File: config.mk
export PLATFORM = sky130hd
export DESIGN_NAME = csa_reduction_tree
export DESIGN_NICKNAME = d
export VERILOG_FILES = /design/src/rtl/csa_tree_pkg.sv /design/src/rtl/csa_fa_cell.sv /design/src/rtl/csa_layer.sv /design/src/rtl/csa_reduction_tree.sv
export SDC_FILE = /design/constraint.sdc
export NUM_CORES = 1
export LEC_CHECK = 0
export ABC_AREA = 1
export BUFFER_PORTS_ARGS = -buffer_cell sky130_fd_sc_hd__buf_2
export CAP_MARGIN = 10
export CORE_ASPECT_RATIO = 0.5
export CORE_MARGIN = 3
export CORE_UTILIZATION = 45
export CTS_CLUSTER_DIAMETER = 50
export DETAILED_ROUTE_END_ITERATION = 16
export GPL_TIMING_DRIVEN = 0
export PLACE_DENSITY = 0.7
export SETUP_SLACK_MARGIN = 0.4
export SYNTH_ARGS = -nofsm -noshare
export SYNTH_HDL_FRONTEND = slang
export SYNTH_SLANG_ARGS = --single-unit
File: constraint.sdc
create_clock -name clk -period 2.35 [get_ports clk]
set_input_delay 0.1175 -clock clk [delete_from_list [all_inputs] [get_ports clk]]
set_output_delay 0.1175 -clock clk [all_outputs]
set_load 0.1 [all_outputs]
File: src/rtl/csa_tree_pkg.sv
// Shared sizing helpers for the carry-save reduction tree.
// Row counts, layer counts and pipeline depth derive from the tree shape.
package csa_tree_pkg;

  function automatic int clog2(input int n);
    int r;
    int v;
    r = 0;
    v = n - 1;
    while (v > 0) begin
      r++;
      v = v >> 1;
    end
    return r;
  endfunction

  function automatic int next_rows(input int n);
    return 2 * (n / 3) + (n % 3);
  endfunction

  function automatic int rows_after(input int n, input int l);
    int r;
    r = n;
    for (int i = 0; i < l; i++) r = next_rows(r);
    return r;
  endfunction

  function automatic int num_levels(input int n);
    int r;
    int l;
    r = n;
    l = 0;
    while (r > 2) begin
      r = next_rows(r);
      l++;
    end
    return l;
  endfunction

  function automatic int num_stages(input int levels, input int sl);
    return (levels + sl - 1) / sl;
  endfunction

  // Layer count after which pipeline stage k captures its rows
  function automatic int stage_end(input int k, input int sl,
                                   input int levels);
    return ((k + 1) * sl < levels) ? (k + 1) * sl : levels;
  endfunction

  localparam int DEF_NUM_OPS = 8;
  localparam int DEF_WIDTH   = 16;
  localparam int DEF_STAGE_L = 2;
  localparam int DEF_OUT_W   = DEF_WIDTH + clog2(DEF_NUM_OPS);
  localparam int DEF_LEVELS  = num_levels(DEF_NUM_OPS);
  localparam int DEF_PIPE    = num_stages(DEF_LEVELS, DEF_STAGE_L);

endpackage

File: src/rtl/csa_fa_cell.sv
// Per-bit 3:2 compressor: sum and majority carry of three bits.
// Carry weight alignment is left to the instantiating layer.
module csa_fa_cell (
  input  logic a,
  input  logic b,
  input  logic c,
  output logic s,
  output logic co
);

  assign s  = a ^ b ^ c;
  assign co = (a & b) | (a & c) | (b & c);

endmodule

File: src/rtl/csa_layer.sv
// One combinational 3:2 layer: triples become sum/carry pairs,
// leftover rows pass straight through.
module csa_layer
  import csa_tree_pkg::*;
#(
  parameter int N_IN = 3,
  parameter int W    = 4,
  localparam int N_OUT = next_rows(N_IN)
) (
  input  logic [N_IN*W-1:0]  rows,
  output logic [N_OUT*W-1:0] res
);

  localparam int T = N_IN / 3;
  localparam int R = N_IN % 3;

  for (genvar t = 0; t < T; t++) begin : g_tri
    logic [W-1:0] maj;
    logic         unused_msb;
    for (genvar b = 0; b < W; b++) begin : g_bit
      csa_fa_cell u_fa (
        .a  (rows[(3*t)*W + b]),
        .b  (rows[(3*t+1)*W + b]),
        .c  (rows[(3*t+2)*W + b]),
        .s  (res[(2*t)*W + b]),
        .co (maj[b])
      );
    end
    // Carry out of the top bit falls outside the modular result
    assign res[(2*t+1)*W +: W] = {maj[W-2:0], 1'b0};
    assign unused_msb = maj[W-1];
  end

  for (genvar r = 0; r < R; r++) begin : g_pass
    assign res[(2*T+r)*W +: W] = rows[(3*T+r)*W +: W];
  end

endmodule

File: src/rtl/csa_reduction_tree.sv
// Pipelined carry-save reduction of NUM_OPS rows to a sum/carry pair
// with an elastic valid/ready chain between register stages.
module csa_reduction_tree
  import csa_tree_pkg::*;
#(
  parameter int NUM_OPS      = 8,
  parameter int WIDTH        = 16,
  parameter int STAGE_LEVELS = 2,
  parameter int SIGNED       = 0,
  localparam int OUT_W = WIDTH + clog2(NUM_OPS)
) (
  input  logic                     clk,
  input  logic                     rst_n,
  input  logic                     flush,
  input  logic                     in_valid,
  output logic                     in_ready,
  input  logic [NUM_OPS*WIDTH-1:0] in_ops,
  output logic                     out_valid,
  input  logic                     out_ready,
  output logic [OUT_W-1:0]         out_sum,
  output logic [OUT_W-1:0]         out_carry,
  output logic                     busy
);

  localparam int LEVELS = num_levels(NUM_OPS);
  localparam int PIPE   = num_stages(LEVELS, STAGE_LEVELS);
  localparam int BUS_W  = NUM_OPS * OUT_W;
  localparam int EXT    = OUT_W - WIDTH;

  logic [BUS_W-1:0] ext;
  logic [BUS_W-1:0] snext [PIPE];
  logic [BUS_W-1:0] sdata [PIPE];
  logic [PIPE-1:0]  v;
  logic [PIPE-1:0]  up;
  logic [PIPE:0]    rdy;
  logic             unused_top;

  for (genvar i = 0; i < NUM_OPS; i++) begin : g_ext
    logic [WIDTH-1:0] row;
    assign row = in_ops[i*WIDTH +: WIDTH];
    if (SIGNED != 0) begin : g_sx
      assign ext[i*OUT_W +: OUT_W] = {{EXT{row[WIDTH-1]}}, row};
    end else begin : g_zx
      assign ext[i*OUT_W +: OUT_W] = {{EXT{1'b0}}, row};
    end
  end

  for (genvar l = 0; l < LEVELS; l++) begin : g_lvl
    localparam int N = rows_after(NUM_OPS, l);
    localparam int M = rows_after(NUM_OPS, l + 1);
    localparam int K = (l > 0) ? (l - 1) / STAGE_LEVELS : 0;
    logic [N*OUT_W-1:0] src;
    logic [M*OUT_W-1:0] res;
    if (l == 0) begin : g_in
      assign src = ext;
    end else if (stage_end(K, STAGE_LEVELS, LEVELS) == l) begin : g_reg
      logic unused_pad;
      assign src        = sdata[K][N*OUT_W-1:0];
      assign unused_pad = ^sdata[K][BUS_W-1:N*OUT_W];
    end else begin : g_comb
      assign src = g_lvl[l-1].res;
    end
    csa_layer #(.N_IN(N), .W(OUT_W)) u_layer (
      .rows (src),
      .res  (res)
    );
  end

  for (genvar k = 0; k < PIPE; k++) begin : g_stg
    localparam int E = stage_end(k, STAGE_LEVELS, LEVELS);
    localparam int M = rows_after(NUM_OPS, E);
    assign snext[k] = {{((NUM_OPS - M) * OUT_W){1'b0}}, g_lvl[E-1].res};
  end

  always_comb begin
    rdy       = '0;
    up        = '0;
    rdy[PIPE] = out_ready;
    for (int k = PIPE - 1; k >= 0; k--) rdy[k] = !v[k] || rdy[k+1];
    up[0] = in_valid;
    for (int k = 1; k < PIPE; k++) up[k] = v[k-1];
  end

  always_ff @(posedge clk or negedge rst_n) begin
    if (!rst_n) begin
      v <= '0;
      for (int k = 0; k < PIPE; k++) sdata[k] <= '0;
    end else begin
      for (int k = 0; k < PIPE; k++) begin
        if (flush) v[k] <= 1'b0;
        else if (rdy[k]) v[k] <= up[k];
        if (rdy[k] && up[k]) sdata[k] <= snext[k];
      end
    end
  end

  assign in_ready   = rdy[0];
  assign out_valid  = v[PIPE-1];
  assign out_sum    = sdata[PIPE-1][OUT_W-1:0];
  assign out_carry  = sdata[PIPE-1][2*OUT_W-1:OUT_W];
  assign busy       = |v;
  assign unused_top = ^sdata[PIPE-1][BUS_W-1:2*OUT_W];

endmodule

==> run summary <==
Layout Nets: 1123
Starting density of the core: 47.3%
RSZ-0062 raised after global routing: no
Chip width: 177 um
Vias/cell: 4.71
Area delta synth->final: 21.8%
Number of fillers in the final layout: 1300
Worst r2r src: g_lvl[2].src[12]$_DFFE_PN0P_
Starting DRC count in detailed routing: 254
Slew Limit Fails: 0
Synth warn: 0
Clock sinks: 102
Post-route minimum period: 1.87 ns
Crit share post-route: 79.7%
Status: finished, final reports clean
CTS resizes: 0
Critical path launch point type: register
Clk_lat worst skew: 0.35 ns
RD Place Congestion: 0.899
Netlist cell types: 18
# rows: 30
CP endpoint: out_sum[12]$_DFFE_PN0P_
CP max FO: 2
Setup CP Type: reg -> reg
Switching portion of total power: 50.4%
Fmax: 534 MHz
Reg power frac: 30.3%
Critical path origin: g_lvl[2].src[12]$_DFFE_PN0P_
Setup TNS: 0 ns
Crit path DAT: 2.16 ns
Yosys top cell by area: dfrtp_1
Rel. slew slack: 55.7%
WL/cell: 15.1 um
CTS max path bufs: 2
Sw power: 4240 uW
Final hold violations: 0
Post-synth top area share: 38.6%
Critical Path RT: 2.64 ns
FF/Latch Area: 2550 sq um
Comb power frac: 51.8%
Vias in the first global route: 5418
Mapped Area: 6610 sq um
Core ar.: 14000 sq um
Sequential area share after synthesis: 38.6%
Yosys reg bits: 102
Total number of vias: 5136
Peak VDD IR: 0.420 mV
Footprint of the multi-input gates: 3220 sq um
Post-Route Utilization: 57.6%
Power per Cell Area: 1040 nW/um^2
CP endpoint kind: register
Post-route DRC violation count: 0
Remaining Overflow, GRT: 0
Antenna viol nets, final: 0
Hold WC Path Type: in -> reg
Ratio of cells with drive above 1 in the final layout: 23.8%
Synth area leaders: dfrtp_1, fa_1, nand2_1, inv_1, nand3_1
Hold Crit Depth: 4
Leakage: 0.00470 uW
DP HPWL: 13.1 mm
Slew @ Worst Pin: 0.664 ns
CTS tree: built
R2R cell count: 4
Die boundary height: 91.7 um
Final setup viols: 0
Root buffer cell: clkbuf_16
TritonCTS buffer count: 9
DRT Pass-1 Iters: 5
Total GRT Usage: 21.6%
Cell-internal power: 4160 uW
Diode count: 0
Max-Cap Viols: 0
WL final: 16.4 mm
Buffers on Ports: 168
Number of top-level pins: 174
Clk slew on worst S/H paths: 0.07 ns
H-tree level count: 3
First-pass GRT wire length: 27.3 mm
Mean post-synth cell area: 9.33 sq um
Largest net degree at the start of global routing: 55
Die area: 16300 sq um
Initial antenna violation count: 1
Worst R2R Setup Slack: 0.48 ns
Clock skew: 0.00640 ns
Syn Inst Count: 708
R2r endpoint: out_sum[12]$_DFFE_PN0P_
Clock share of power: 17.9%
[critical path: stages, from the launching register on]
cell     delay (ns)
dfrtp_1        0.40
fa_1           0.51
fa_1           0.68
nand3_1        0.12
nand2_1        0.10
[repair_timing]
item	CTS	global route
hold buffers	2	0
endpoints found under the hold margin	50	0
setup buffers	0	0
[through the flow]
step	cell area [sq um]	setup slack [ns]	instances	total power, uW	hold WS [ns]
global placement	7700	0.0639	1071	6830	0.301
global route	8050	0.425	1090	8930	0.176
floorplan	6620	0.510	711	5730	-0.178
detailed placement	7730	0.520	1072	6920	0.189
finish	8050	0.476	1090	8400	0.153
CTS	8050	0.493	1090	8450	0.144
[registers in the layout (all words and copies together), names as in the netlist]
signal and flops:
g_lvl.src 66, v 2, out_carry 16, out_sum 18
[Yosys cell counts]
library cell  count
o21ai_0           3
inv_1           168
buf_6             5
nand3_2           1
nand3_1          97
clkbuf_2          1
ha_1              3
clkbuf_1          7
dfrtp_1         102
nand2_2           2
conb_1            1
buf_4             8
fa_1             94
or2_2             1
a21oi_1           2
nand2_1         198
buf_2            12
buf_1             3
[power by group through the flow]
| stage | Sequential, uW | Combinational (uW) | Clock [uW] |
|---|---|---|---|
| final | 2540 | 4350 | 1510 |
| after global routing | 2610 | 4720 | 1600 |
| after CTS | 2550 | 4370 | 1530 |
| after detailed placement | 2580 | 4340 | 0 |
| after global placement | 2560 | 4280 | 0 |
| after floorplan | 4400 | 1330 | 0 |
[metal layers]
| layer | up-vias | global-route usage [%] | part of all wire [%] |
|---|---|---|---|
| met5 | - | 0 | 0.049 |
| met3 | 17 | 5.87 | 9.5 |
| met1 | 2524 | 29.7 | 42 |
| met4 | 2 | 4.05 | 1.1 |
| met2 | 175 | 35.1 | 48 |
| li1 | 2418 | - | - |
[cell type report]
cell class                 instances  share of cell area [%]
inverter                         168                    7.83
multi-input combinational        405                    40.0
tap                              192                    2.98
buffer                            36                    2.72
clock buffer                      10                    2.84
sequential                       102                    31.7
timing repair buffer             171                    11.1
clock inverter                     6                   0.871
[how the worst min path moves through the flow]
stage	startpoint	end
finish	in_ops[112]	g_lvl[2].src[38]$_DFFE_PN0P_
global route	in_ops[112]	g_lvl[2].src[38]$_DFFE_PN0P_
CTS	in_ops[112]	g_lvl[2].src[38]$_DFFE_PN0P_
detailed placement	rst_n	g_lvl[2].src[11]$_DFFE_PN0P_
global placement	flush	v[1]$_DFFE_PN0P_
floorplan	rst_n	g_lvl[2].src[0]$_DFFE_PN0P_
[cell usage in the layout (no fill, tap or decap), types with 3 or more instances in the layout]
| cell | count |
|---|---|
| ha_1 | 3 |
| clkbuf_16 | 9 |
| buf_4 | 9 |
| clkbuf_1 | 8 |
| buf_1 | 3 |
| clkinvlp_4 | 3 |
| buf_2 | 179 |
| inv_1 | 168 |
| dfrtp_1 | 102 |
| nand3_1 | 97 |
| conb_1 | 4 |
| nand2_1 | 198 |
| fa_1 | 94 |
| buf_6 | 5 |
| o21ai_0 | 3 |
[kinds of logic after synthesis]
logic type	Yosys count	share of synthesized area, %
compound gates	5	0.379
flops	102	38.6
simple gates	299	19.0
other cells	1	0.0568
buf+inv	204	12.9
fa+ha+maj	97	29.0
(Power assumes the default switching activity.)
